<file path="config.mk">
export PLATFORM = sky130hd
export DESIGN_NAME = upper_immediate_pipeline
export DESIGN_NICKNAME = d
export VERILOG_FILES = /design/src/rtl/upper_immediate_pipeline.sv
export SDC_FILE = /design/constraint.sdc
export NUM_CORES = 1
export LEC_CHECK = 0
export BUFFER_PORTS_ARGS = -buffer_cell sky130_fd_sc_hd__buf_4
export CORE_UTILIZATION = 30
export DETAILED_ROUTE_END_ITERATION = 10
export HOLD_SLACK_MARGIN = 0.12
export PLACE_DENSITY = 0.54
export SYNTH_ARGS = -nofsm -noshare
export SYNTH_HDL_FRONTEND = slang
export SYNTH_SLANG_ARGS = --single-unit
</file>
<file path="constraint.sdc">
create_clock -name clock -period 2.5 [get_ports clock]
set_input_delay 0.375 -clock clock [delete_from_list [all_inputs] [get_ports clock]]
set_output_delay 0.375 -clock clock [all_outputs]
set_load 0.03 [all_outputs]
</file>
<file path="src/rtl/upper_immediate_pipeline.sv">
// Pipelined LUI/AUIPC result former with a valid/ready handshake, an rd tag
// carried alongside each result, synchronous flush and registered occupancy.
module upper_immediate_pipeline #(
  parameter int XLEN   = 32,
  parameter int STAGES = 2,
  parameter int TAG_W  = 5
) (
  input  logic                        clock,
  input  logic                        reset,
  input  logic                        flush,
  input  logic                        in_valid,
  output logic                        in_ready,
  input  logic                        in_mode,
  input  logic [XLEN-1:0]             in_imm_u,
  input  logic [XLEN-1:0]             in_pc,
  input  logic [TAG_W-1:0]            in_tag,
  output logic                        out_valid,
  input  logic                        out_ready,
  output logic [XLEN-1:0]             out_result,
  output logic [TAG_W-1:0]            out_tag,
  output logic [$clog2(STAGES+1)-1:0] occupancy,
  output logic                        busy
);

  localparam int unsigned OCC_W = $clog2(STAGES + 1);

  logic [STAGES-1:0] stageValid;
  logic [XLEN-1:0]   stageData [STAGES];
  logic [TAG_W-1:0]  stageTag  [STAGES];
  logic [STAGES-1:0] adv;
  logic              allFull;
  logic [OCC_W-1:0]  occCount;
  logic              accept;
  logic              retire;
  logic [XLEN-1:0]   immMasked;
  logic [XLEN-1:0]   formed;

  // Advance enables. The recursive rule adv(k) = !v(k) || adv(k+1) is
  // unrolled as: stage k may move unless it and every stage after it are
  // full while the consumer stalls.
  always_comb begin
    allFull = 1'b1;
    adv     = '0;
    for (int unsigned i = 0; i < STAGES; i++) begin
      allFull               = allFull & stageValid[STAGES-1-i];
      adv[STAGES-1-i]       = out_ready || !allFull;
    end
  end

  // Form the LUI/AUIPC value ahead of the stage-0 register.
  always_comb begin
    immMasked = {in_imm_u[XLEN-1:12], 12'b0};
    formed    = in_mode ? (immMasked + in_pc) : immMasked;
  end

  // Handshake decode.
  always_comb begin
    in_ready = adv[0] && !flush;
    accept   = in_valid && in_ready;
    retire   = stageValid[STAGES-1] && out_ready;
  end

  // Stage registers: flush clears every valid; otherwise each enabled stage
  // takes its predecessor (stage 0 takes the new op or a bubble).
  always_ff @(posedge clock or negedge reset) begin
    if (!reset) begin
      stageValid <= '0;
      for (int unsigned k = 0; k < STAGES; k++) begin
        stageData[k] <= '0;
        stageTag[k]  <= '0;
      end
    end else if (flush) begin
      stageValid <= '0;
    end else begin
      if (adv[0]) begin
        stageValid[0] <= accept;
        if (accept) begin
          stageData[0] <= formed;
          stageTag[0]  <= in_tag;
        end
      end
      for (int unsigned k = 1; k < STAGES; k++) begin
        if (adv[k]) begin
          stageValid[k] <= stageValid[k-1];
          if (stageValid[k-1]) begin
            stageData[k] <= stageData[k-1];
            stageTag[k]  <= stageTag[k-1];
          end
        end
      end
    end
  end

  // Registered occupancy tracking accepts and retires.
  always_ff @(posedge clock or negedge reset) begin
    if (!reset) begin
      occCount <= '0;
    end else if (flush) begin
      occCount <= '0;
    end else begin
      occCount <= occCount + OCC_W'(accept) - OCC_W'(retire);
    end
  end

  // Output drive from the last stage.
  always_comb begin
    out_valid  = stageValid[STAGES-1];
    out_result = stageData[STAGES-1];
    out_tag    = stageTag[STAGES-1];
    occupancy  = occCount;
    busy       = (occCount != '0);
  end

endmodule
</file>
======== Yosys cells after proc, flatten, opt, wreduce, memory -nomap -nowiden ========
Index checks and enable logic that the tools add are counted.
cells by class
  multiplexer cells ....................... 5
  $add $sub $neg .......................... 3
  reduce and logical (&&, ||, !) cells .... 13
  bitwise operators ....................... 2
operators with widths
  cell                       count
  adder 32 bit               1
  two-way mux 32 bit         1
  AND reduction 3 bit        2
  nonzero test 2 bit         3
  two-way mux 2 bit          2
  logical AND 1 bit          3
  zero test 1 bit            3
  adder 2 x 1 -> 2 bit       1
  logical OR 1 bit           2
  two-way mux 1 bit          2
  subtractor 2 x 1 -> 2 bit  1
  AND 1 bit                  1
  inverter 1 bit             1
storage, ports and cells
  output and inout bits ................... 42
  logic and storage cells ................. 30
  register bits ........................... 78

======== Longest topological paths before layout ========
  depth after elaboration ................. 8
  gate-level depth with buffers ........... 12
  depth with buffers taken out ............ 10

======== Worst setup path after synthesis ========
No wires, ideal clock.
  kind .................................... register -> register
  start point ............................. reg stageValid[1]
  end point ............................... reg occCount[0] (netlist: occupancy[0])
  buffers on the path ..................... 3
  data required time ...................... 2.382 ns
  data arrival time ....................... 2.398 ns
  cell stages (with the launch flop) ...... 12
  path slack .............................. -0.016 ns
  clock period less this slack ............ 2.516 ns
  path through ............................ dfrtp_1 nor2b_2 a21oi_2 and2_1 buf_4 inv_1 buf_2 buf_2 ha_1 inv_1 ha_1 nor2b_1
between the ends
  word-level cells in the longest chain between the ends .. 8
  elaborated cells on any way between the ends .. 9
  those cells by class .................... 2 x add/sub; 1 x mux; 1 x bitwise; 5 x reduce/logical
RTL lines
  item                              RTL line  source
  start: declaration                27        logic [STAGES-1:0] stageValid;
  start signal: indexed assignment  84        stageValid[k] <= stageValid[k-1];
  AND 1 bit                         45        allFull = allFull & stageValid[STAGES-1-i];
  zero test 1 bit                   46        adv[STAGES-1-i] = out_ready || !allFull;
  logical OR 1 bit                  46
  logical AND 1 bit                 58        in_ready = adv[0] && !flush;
  net in_ready                      12        output logic in_ready,
  logical AND 1 bit                 59        accept = in_valid && in_ready;
  adder 2 x 1 -> 2 bit              101       occCount <= occCount + OCC_W'(accept) - OCC_W'(retire);
  subtractor 2 x 1 -> 2 bit         101
  two-way mux 2 bit                 98        end else if (flush) begin
  end signal: assignment            101
  end: declaration                  32        logic [OCC_W-1:0] occCount;
The timed path passes the listed nets, and every way through them passes these cells.
A chain may end at the register's enable or synchronous reset.

======== Worst setup path after layout ========
  start point ............................. in in_imm_u[12]
  end point ............................... reg stageData[58] in the netlist's numbering
between the ends
  word-level cells in the longest chain between the ends .. 2
RTL lines
  item                            RTL line  source
  start: declaration              14        input logic [XLEN-1:0] in_imm_u,
  adder 32 bit                    53        formed = in_mode ? (immMasked + in_pc) : immMasked;
  two-way mux 32 bit              53
  end signal: indexed assignment  86        stageData[k] <= stageData[k-1];
  end: declaration                28        logic [XLEN-1:0] stageData [STAGES];
No other way between the ends.

==> summary.md <==
| Metric | Value |
|---|---|
| Initial standard-cell utilization of the core | 30.8% |
| Worst min-delay path category | primary input to flip-flop |
| Final cell area excluding filler cells | around 5600 um^2 |
| Area leader, netlist | dfrtp_1 |
| Cts bufs inserted | 9 |
| Net count reported at finish | 624 |
| Via count of the routed design | 3354 |
| Count of pins over their slew limit | 0 |
| Post-route antenna net violation count | 0 |
| Most used flip-flop cell after synthesis | dfrtp_1 |
| Final clock period utilization by the worst path | 87.0% |
| Top fanout value on the critical path | 3 |
| Clock-pin slew of the registers on the worst-case setup and hold paths | 0.06 ns |
| Die area | around 15000 um^2 |
| Setup-violating endpoint count in the final report | 0 |
| Setup repair after global routing missed its margin | no |
| Net Count, Synth | 545 |
| First-pass GRT wire length | 17.3 mm |
| Vias in the first global route | approximately 3400 |
| Clock period minus final worst setup slack | between 2 and 2.5 ns |
| Sequential fraction of the synthesis area | 43.6% |
| X dimension of the die | between 100 and 150 um |
| Total routed wirelength | 10.7 mm |
| Sink count of the clock tree | 78 |
| Ranking of synthesized cells by instance count | dfrtp_1, nand2_1, mux2_2 |
| Power density over cell area | 758 nW/um^2 |
| Post CTS Setup Buffer Count | 0 |
| Area of the multi-input gates | around 2100 um^2 |
| Cell with the largest stage delay on the worst path | a2111oi_4 |
| Largest net degree at the start of global routing | 50 |
| Chip Height | between 100 and 150 um |
| Number of cell rows | 44 |
| Vias per cell | 4.69 |
| Warning count from the yosys run | 0 |
| DR pass1 iterations | 4 |
| Port buffer count | 104 |
| Endpoints failing hold | 0 |
| Area share of the largest cell type after synthesis | 43.6% |
| Number of antenna violations at the first check in global routing | 0 |
| Wire length per cell after detailed routing | 14.9 um |
| Maximum number of buffers from clock root to sink | 2 |
| Static leakage | 2.71 nW |
| Syn-to-layout area delta | 24.2% |
| Clock root cell | clkbuf_16 |
| Library cell with the highest instance count after synthesis | dfrtp_1 |
| Area taken by flip-flops and latches | 1950 um^2 |
| Worst hold path depth | 3 |
| Kind of start point of the critical path | primary input |
| Drc violations | 0 |
| TritonCTS clock tree | built |
| Synthesized instance count | 448 |
| Maximum VDD drop | 0.000276 V |
| Core area | ~15000 um^2 |
| Drt initial violations | 185 |
| Cell-by-cell trace of the critical path | buf_4 > ha_1 > inv_1 > fa_1 > nor2b_1 > o21a_1 > o21ai_2 > a2111oi_4 > buf_4 > nor3_1 > nand3b_1 > a31oi_1 |
| Stage delay of the slowest cell on the critical path | slightly above 0.4 ns |
| # H-tree levels | 3 |
| Share of the core filled with cells | 38.2% |
| Placer congestion estimate | ~0.86 |
| Clock network latency to the later pin of the worst-skew pair | 0.33 ns |
| Synthesized area | 4470 um^2 |
| Most frequent cell on the critical path | buf_4 |
| Critical path required time | 2.75 ns |
| Unique cell type count in the Yosys netlist | 47 |
| Number of top-level pins | approximately 120 |
| Capturing element type of the critical path | flip-flop |
| Critical path type | primary input to flip-flop |
| Async SR Flop Fraction | 100% |
| Placed instance area | 5270 um^2 |
| Skew final | between 0.003 and 0.004 ns |
| Run status | finished clean |
| Antenna diodes | 0 |
| Actual slew at the worst max-slew pin | 0.639 ns |
| Fill cell count | roughly 1500 |
| Max Clock Freq | 460 MHz |
| MaxCap Viol Count | 0 |
| Post-synth EDFFs | 0 |
| Total routing resource utilization after global routing | 14.8% |
| Worst slew slack as a fraction of its limit | a little under three fifths |
| Cells taking the most area after synthesis | dfrtp_1, mux2_2, buf_4 |
| Fraction of layout instances using a drive strength above 1 | 36.0% |
| Worst path arrival time | between 2 and 2.5 ns |
| Worst-case reg-to-reg path depth | 9 |
| Number of synthesized register bits | 78 |
| HPWL Detailed | roughly 8.2 mm |
| Grt ovf | 0 |
| Post-Syn Area per Cell | 9.98 um^2 |
==> kinds of logic after synthesis <==
group / synth area share, %
fa+ha+maj: 6.32
compound gates: 12.0
buf+inv: 8.98
xor+xnor: 2.15
simple gates: 15.3
mux: 11.6
flops: 43.6
==> final timing paths <==
kind	start	to	slack, ns
max	in_imm_u[12]	stageData[58]	0.32
max in group asynchronous	reset	out_result[3]	1.25
min	in_tag[0]	stageTag[5]	0.24
min reg2reg	stageData[38]	stageData[38]	0.46
max reg2reg	stageValid[1]	occupancy[1]	0.65
min in group asynchronous	reset	out_result[7]	0.60
==> per-layer routing <==
metal  vias up  wire length (um)  GRT usage, %
met3        14               569          2.20
li1       1673                 -             -
met2        86              4700          23.1
met1      1581              5210          20.0
met4         0               190          6.70
met5         -                 0             0
==> state kept, by name, indices dropped and copies added (netlist names) <==
signal      flops
stageData      32
occupancy       2
out_tag         5
stageValid      2
stageTag        5
out_result     32
==> where the power goes <==
| group | internal, mW | leakage [nW] | switching, mW |
|---|---|---|---|
| registers | 1.52 | 0.987 | 0.142 |
| logic | 0.590 | 1.58 | 0.767 |
| clock network | 0.714 | 0.137 | 0.476 |
==> layout by cell type (no fill, tap or decap), types with 4 or more instances in the layout <==
master,Yosys,layout
nor3b_1,9,8
nand2_1,66,66
clkbuf_16,0,9
o21ai_0,23,23
dfrtp_1,78,78
nor2b_1,10,10
buf_4,38,122
o21ai_1,4,4
xnor2_1,8,8
mux2i_1,7,7
a21o_1,8,8
mux2_2,40,40
inv_1,11,10
ha_1,21,21
nor2_1,17,17
a21oi_1,20,20
a31oi_1,5,5
nand3_1,18,18
nand3b_1,4,4
==> area by class of cell <==
class                   instances  area share (%)
well taps                     184            4.14
repair buffers                123            16.7
multi-input cells             304            38.4
flip-flops and latches         78            35.1
clock buffers                  11            4.55
inverters                      11           0.743
clock inverters                 4           0.405
==> critical path, delay by kind of cell <==
kind,cells,cell delay [ns]
simple gates,3,0.34
buf+inv,3,0.35
fa+ha+maj,2,0.55
compound gates,4,0.81
==> metrics by stage <==
stage	setup TNS [ns]	power (mW)	hold slack [ns]	cells	setup WS [ns]
after detailed placement	-0.0363	3.07	0.449	699	-0.0363
after floorplan	0	2.73	0.0794	448	0.0788
after global placement	-0.0204	3.03	0.432	699	-0.0204
after global routing	0	4.48	0.247	715	0.120
final	0	4.21	0.236	715	0.324
after CTS	0	4.28	0.221	715	0.312
==> timing repair <==
item / 4_1_cts / 5_1_grt
hold endpoints to repair: 46 / 0
hold buffers: 1 / 0
resized for setup: 0 / 0
Power figures use the tool's default switching activity.
